[config.mk]
export PLATFORM = sky130hd
export DESIGN_NAME = regfile_scoreboard
export DESIGN_NICKNAME = d
export VERILOG_FILES = /design/src/rtl/regfile_scoreboard.sv
export SDC_FILE = /design/constraint.sdc
export NUM_CORES = 2
export LEC_CHECK = 0
export ABC_CLOCK_PERIOD_IN_PS = 44000
export CAP_MARGIN = 20
export CORE_UTILIZATION = 60
export DETAILED_ROUTE_END_ITERATION = 10
export PLACE_DENSITY = 0.86
export REMOVE_ABC_BUFFERS = 1
export SETUP_SLACK_MARGIN = 0.1
export SYNTH_ARGS = -nofsm -noshare
export SYNTH_HDL_FRONTEND = slang
export SYNTH_SLANG_ARGS = --single-unit
[constraint.sdc]
create_clock -name clk -period 44 [get_ports clk]
set_clock_uncertainty 0.15 [all_clocks]
set_input_delay 8.8 -clock clk [delete_from_list [all_inputs] [get_ports clk]]
set_output_delay 8.8 -clock clk [all_outputs]
set_load 0.01 [all_outputs]
[src/rtl/regfile_scoreboard.sv]
// Register file with two combinational read ports, a byte-strobed write port and a
// per-register pending scoreboard. Optional same-cycle write bypass: REGFILE_BYPASS_EN.

module regfile_byte_lane (
  input  logic       en,
  input  logic [7:0] old_byte,
  input  logic [7:0] new_byte,
  output logic [7:0] out_byte
);
  assign out_byte = en ? new_byte : old_byte;
endmodule

module regfile_scoreboard #(
  parameter  int WIDTH    = 32,
  parameter  int DEPTH    = 16,
  parameter  int ZERO_REG = 1,
  localparam int ADDR_W   = $clog2(DEPTH),
  localparam int NBYTE    = WIDTH / 8
) (
  input  logic              clk,
  input  logic              rst,
  input  logic              wr_en,
  input  logic [ADDR_W-1:0] wr_addr,
  input  logic [WIDTH-1:0]  wr_data,
  input  logic [NBYTE-1:0]  wr_strb,
  input  logic              pend_set,
  input  logic [ADDR_W-1:0] pend_addr,
  input  logic [ADDR_W-1:0] rd_addr1,
  input  logic [ADDR_W-1:0] rd_addr2,
  output logic [WIDTH-1:0]  rd_data1,
  output logic [WIDTH-1:0]  rd_data2,
  output logic              busy1,
  output logic              busy2,
  output logic              any_pending
);

  logic [DEPTH-1:0][WIDTH-1:0] regs_q, regs_d;
  logic [DEPTH-1:0]            pend_q, pend_d;
  logic [WIDTH-1:0]            wr_old, wr_merged;
  logic                        wr_ok, pend_ok;

  // r0 (when hardwired) swallows both writes and pending sets.
  assign wr_ok   = wr_en    && !((ZERO_REG != 0) && (wr_addr   == '0));
  assign pend_ok = pend_set && !((ZERO_REG != 0) && (pend_addr == '0));
  assign wr_old  = regs_q[wr_addr];

  for (genvar i = 0; i < NBYTE; i++) begin : g_lane
    regfile_byte_lane u_lane (
      .en       (wr_strb[i]),
      .old_byte (wr_old[8*i +: 8]),
      .new_byte (wr_data[8*i +: 8]),
      .out_byte (wr_merged[8*i +: 8])
    );
  end

  always_comb begin
    regs_d = regs_q;
    pend_d = pend_q;
    if (wr_ok) begin
      regs_d[wr_addr] = wr_merged;
      pend_d[wr_addr] = 1'b0;
    end
    // Set after clear so a new load issued as the old one retires stays pending.
    if (pend_ok) pend_d[pend_addr] = 1'b1;
  end

  always_ff @(posedge clk or posedge rst) begin
    if (rst) begin
      regs_q <= '0;
      pend_q <= '0;
    end else begin
      regs_q <= regs_d;
      pend_q <= pend_d;
    end
  end

  always_comb begin
    rd_data1 = regs_q[rd_addr1];
    rd_data2 = regs_q[rd_addr2];
    busy1    = pend_q[rd_addr1];
    busy2    = pend_q[rd_addr2];
    if ((ZERO_REG != 0) && (rd_addr1 == '0)) rd_data1 = '0;
    if ((ZERO_REG != 0) && (rd_addr2 == '0)) rd_data2 = '0;
`ifdef REGFILE_BYPASS_EN
    // Forward the in-flight write; held off during reset so outputs stay zero.
    if (wr_ok && !rst && (wr_addr == rd_addr1)) begin
      rd_data1 = wr_merged;
      busy1    = pend_ok && (pend_addr == rd_addr1);
    end
    if (wr_ok && !rst && (wr_addr == rd_addr2)) begin
      rd_data2 = wr_merged;
      busy2    = pend_ok && (pend_addr == rd_addr2);
    end
`endif
  end

  assign any_pending = |pend_q;

endmodule

======== Word-level counts from Yosys, hierarchy flattened ========
Cells that the tools add are included.
operators by class
  $lt $le $gt $ge ......................... 6
  shifts and indexed selects .............. 0
  $add $sub $neg .......................... 0
  bitwise logic cells ..................... 3
  div/mod/pow operators ................... 0
  reduce and logical (&&, ||, !) cells .... 11
  equal/unequal tests ..................... 0
  multipliers ............................. 0
  multiplexer cells ....................... 25
operators with widths
  cell                  number
  $bwmux W512           1
  $bmux W32 S4          3
  $mux W32              6
  $demux W32 S4         1
  $mux W16              2
  $mux W8               4
  $lt A4 B5 Y1 const B  4
  $and A16 B16 Y16      1
  $logic_not A4 Y1      4
  $not A16 Y16          1
  $or A16 B16 Y16       1
  $reduce_or A16 Y1     1
  $bmux W1 S4           2
  $demux W1 S4          2
  $ge A4 B1 Y1 const B  2
  $logic_and A1 B1 Y1   4
  $mux W1               4
  $logic_not A1 Y1      2
storage, ports and cells
  bits in registers ....................... 528
  memory bits (read-only) ................. 0
  word-level logic and storage cells ...... 62
  output and inout port bits .............. 67
  memory bits (writable) .................. 0
  bits in latches ......................... 0
  memories ................................ 0

======== Depth between registers and ports, before layout ========
  depth in word-level cells ............... 9
  gate-level depth with buffers ........... 8
  depth with buffers taken out ............ 4

======== Cells and area by module ========
A second synthesis with hierarchy kept.
unflattened totals
  cell total of the unflattened synthesis .. 2,118
  area total of the unflattened synthesis .. 31,914.4 µm²
modules (own cells, without submodules)
  module              cells each  times used  area each (µm²)  seq. area each (µm²)
  regfile_scoreboard  2,082       1           31,388.9         13,212.7
  regfile_byte_lane   9           4           131.4            0.0

======== Worst setup path after synthesis ========
No wires, ideal clock.
  path kind ............................... input to output
  from .................................... input port rd_addr1[1]
  to ...................................... output port rd_data1[24]
  setup slack ............................. 24,889 ps
  stages on the path ...................... 6
  path buffers ............................ 2
  arrival ................................. 10,161 ps
  cells stage by stage .................... buf_2 > clkbuf_1 > mux2_2 > a221o_1 > a21oi_1 > a21oi_1
between the ends
  longest elaborated chain between the ends .. 3
  elaborated cells between the ends (all ways) .. 4
  those cells by class .................... mux (3); reduce/logical (1)
RTL lines
  item                            RTL line  source
  start: declaration              28        input logic [ADDR_W-1:0] rd_addr1,
  $bmux W32 S4                    78        rd_data1 = regs_q[rd_addr1];
  $mux W32 (not written as such)  78
  $mux W32 *                      82        if ((ZERO_REG != 0) && (rd_addr1 == '0)) rd_data1 = '0;
  end: declaration                30        output logic [WIDTH-1:0] rd_data1,
Every way passes the cells marked *; elsewhere a longest branch is shown, timed or not. The select of a mux whose other input is x is not followed.

======== Worst setup path after layout ========
  from .................................... input port rd_addr2[0]
  to ...................................... output port rd_data2[17]
between the ends
  longest elaborated chain between the ends .. 3
  elaborated cells between the ends (all ways) .. 4
  those cells by class .................... mux (3); reduce/logical (1)
RTL lines
  item                            RTL line  source
  start: declaration              29        input logic [ADDR_W-1:0] rd_addr2,
  $bmux W32 S4                    79        rd_data2 = regs_q[rd_addr2];
  $mux W32 (not written as such)  79
  $mux W32 *                      83        if ((ZERO_REG != 0) && (rd_addr2 == '0)) rd_data2 = '0;
  end: declaration                31        output logic [WIDTH-1:0] rd_data2,
Marked as above.

==> results.yml <==
routing:
  drt-vias-per-instance: 7.865
  detailedRoute.firstIterationViolations: 5098
  first_pass_iters: 10
  post-route-drc-count: 0
  drt-wirelength-per-cell_um: 32.38
  routed_wl_um: 122800
  antenna_left: 0
  num_vias: 29820
synth:
  synth_area_leader_cell: "sky130_fd_sc_hd__dfrtp_1"
  netlist_top_cells_area: "sky130_fd_sc_hd__dfrtp_1, sky130_fd_sc_hd__mux2i_1, sky130_fd_sc_hd__mux4_2"
  syn_avg_cell_area_um2: 11.43
  synth_top_cell_area_share_pct: 38.01
  synthDistinctLibCells: 52
  synth_area_um2: 34760
  flop_and_latch_count_out_of_synthesis: 528
  synthCells: 3041
  yosysSeqAreaShare_pct: 38.01
  ys_warn_count: 0
pwr:
  peakVddDrop_mv: 0.04387
  power_report.internal_total_mw: 1.165
  power.net_switching_mw: 0.6013
  clkPwrFrac_pct: 28.0
  p_leak_nw: 15.34
  pwr-share-comb_pct: 29.4
  power-per-cell-area_nw_per_um2: 46.63
  netSwitchingFraction_pct: 34.03
  seq_power_share_pct: 42.6
clock_network:
  clock_tree_from_tritoncts: "yes"
  post-cts-setup-buffer-count: 0
  clock-sinks: 528
  cts_hold_buffers: 0
  clk_path_buf_depth: 3
  cts_made_buffers: 56
  clock_insertion_delay_worst_skew_ps: 670
  path_clk_slew_ps: 60
  h-tree-depth: 2
  clock-root-buffer: "sky130_fd_sc_hd__clkbuf_16"
  cts_resized: 0
die:
  fp.dieH_um: 242.7
  floorplan.initialDensity_pct: 61.17
  dieWidth_um: 242.7
  core_region_area_um2: 56820
  die_area_um2: 58900
  rows: 87
  ios: 123
worst_setup_path:
  count_of_cells_along_the_worst_register_to_register_path: 4
  setup.worst_path.start_class: "input port"
  timing.reg2reg.setup_slack_ps: 41490
  startpoint: "rd_addr2[0]"
  crit_required_ps: 35050
  r2r-start: "regs_q[368]$_DFFE_PP0P_"
  end_kind: "primary output"
  timing.critical_path.arrival_ps: 12560
  timing.critical_path.to: "rd_data2[17]"
  worstSetupPathType: "in -> out"
  worstReg2RegEnd: "regs_q[401]$_DFFE_PP0P_"
  critPathMaxFanout: 53
timing:
  slew_headroom_pct: 8.811
  post-route-worst-setup-slack_ps: 22490
  final_min_period_over_clock_period_pct: 48.89
  final_period_minus_worst_setup_slack_ps: 21510
  timing_hold_violations_final: 0
  max_slew.worst_pin.slew_ps: 1363
  final-max-slew-violation-count: 0
  fmaxAchievable_mhz: 46.48
  setup_viol_count_final: 0
  setup_total_negative_slack_ps: 0
  rsz0062_at_grt: "no"
placed_design:
  dp_hpwl_um: 71500
  portBuffers: 122
  place_worst_setup_slack_ps: 22500
  globalplace.congestion: 0.9482
cells_and_area:
  syn_to_final_growth_pct: 8.999
  seqCellArea_um2: 13210
  multi_input_area_um2: 19980
  nNetsFinal: 3049
  final_common_cell: "sky130_fd_sc_hd__mux2i_1"
  n_fill_cell: 3932
  layout-drive-gt1-share_pct: 18.62
  mostFrequentLayoutCells: "sky130_fd_sc_hd__mux2i_1, sky130_fd_sc_hd__a21oi_1, sky130_fd_sc_hd__dfrtp_1"
status:
  run_status: "completed"
global_route:
  global_route_wire_length_before_repair_um: 183200
  track_usage_pct: 41.06
  first_global_vias: 30490
  grt_max_degree: 150
  number_of_antenna_violations_at_the_first_check_in_global_routing: 3
  total_global_routing_overflow: 0
job:
  max_cap_violations: 0
worst_hold_path:
  hold_class: "reg -> reg"
[through the flow]
step	power (mW)	instance area (µm²)	util, %	hold slack [ps]	cells
floorplan	1.062	33110	-	199.4	2746
global placement	1.203	35780	62.96	210.4	3678
detailed placement	1.246	35830	63.06	213.2	3681
CTS	1.737	37700	66.35	226.6	3781
global route	1.827	37890	66.67	235.6	3791
finish	1.767	37890	66.68	222.9	3792
[worst min-delay path by stage]
| stage | startpoint | to | slack, ps | cells after the start |
|---|---|---|---|---|
| after global placement | regs_q[11]$_DFFE_PP0P_ | regs_q[11]$_DFFE_PP0P_ | 210 | 0 |
| after global routing | regs_q[19]$_DFFE_PP0P_ | regs_q[19]$_DFFE_PP0P_ | 240 | 0 |
| after CTS | regs_q[19]$_DFFE_PP0P_ | regs_q[19]$_DFFE_PP0P_ | 230 | 0 |
| after floorplan | regs_q[0]$_DFFE_PP0P_ | regs_q[0]$_DFFE_PP0P_ | 200 | 0 |
| after detailed placement | regs_q[25]$_DFFE_PP0P_ | regs_q[25]$_DFFE_PP0P_ | 210 | 0 |
| final | regs_q[19]$_DFFE_PP0P_ | regs_q[19]$_DFFE_PP0P_ | 220 | 0 |
[metal layers]
metal  share of wire, %  vias to the layer above  track usage (%)
li1                   -                    11480                -
met1                 33                    14520            49.92
met2                 43                     2956            60.72
met3                 16                      860            15.49
met4                8.0                        8            27.88
met5              0.099                        -            1.389
[critical path, stage by stage]
cell,delay [ps]
sky130_fd_sc_hd__clkbuf_8,470
sky130_fd_sc_hd__buf_4,890
sky130_fd_sc_hd__buf_4,680
sky130_fd_sc_hd__mux4_2,600
sky130_fd_sc_hd__nand2b_1,170
sky130_fd_sc_hd__a21oi_1,170
sky130_fd_sc_hd__a21oi_1,120
sky130_fd_sc_hd__clkdlybuf4s50_1,560
[cells by family (layout without fill, tap and decap cells)]
family	Yosys count	in the layout	synth area share [%]
other	0	1	0
flip-flops	528	528	38.01
buffers and inverters	296	290	4.766
AND/OR/NAND/NOR	423	423	6.335
AO/OA/AOI/OAI	782	782	13.09
multiplexers	1012	1012	37.80
[cells in the mapped netlist (all sizes together)]
master and n:
and2b 1, a221oi 17, a2bb2oi 15, or3b 3, and3b 3, o21ai 30
buf 154, nand3b 7, inv 1, or3 1, nand3 21, mux2i 696
a31oi 4, clkbuf 141, o22ai 32, o21bai 11, and3 2, a21oi 604
a211oi 2, nand4 1, nor2b 5, nand2b 100, dfrtp 528, a221o 64
nor2 204, nor3b 1, o31ai 3, and2 1, nand2 44, mux4 232
nor3 25, nor4 4, mux2 84
[final cells by class]
type                       count  area share (%)
antenna                        1        0.006605
clock buffer                  78           4.290
clock inverter                22          0.6407
inverter                       1         0.02972
multi-input combinational   2217           52.75
sequential                   528           34.87
tap                          756           2.497
timing repair buffer         189           4.917
[flip-flops by register name, indices dropped and copies added, names as in the netlist]
name / flops
regs_q: 512
pend_q: 16
[power groups by stage]
stage / combinational, mW / clock (mW) / sequential (mW)
4_1_cts: 0.509 / 0.490 / 0.739
6_report: 0.519 / 0.496 / 0.752
3_5_place_dp: 0.502 / 0 / 0.744
5_1_grt: 0.555 / 0.511 / 0.761
3_3_place_gp: 0.476 / 0 / 0.727
2_1_floorplan: 0.365 / 0 / 0.696
Power figures use the tool's default switching activity.
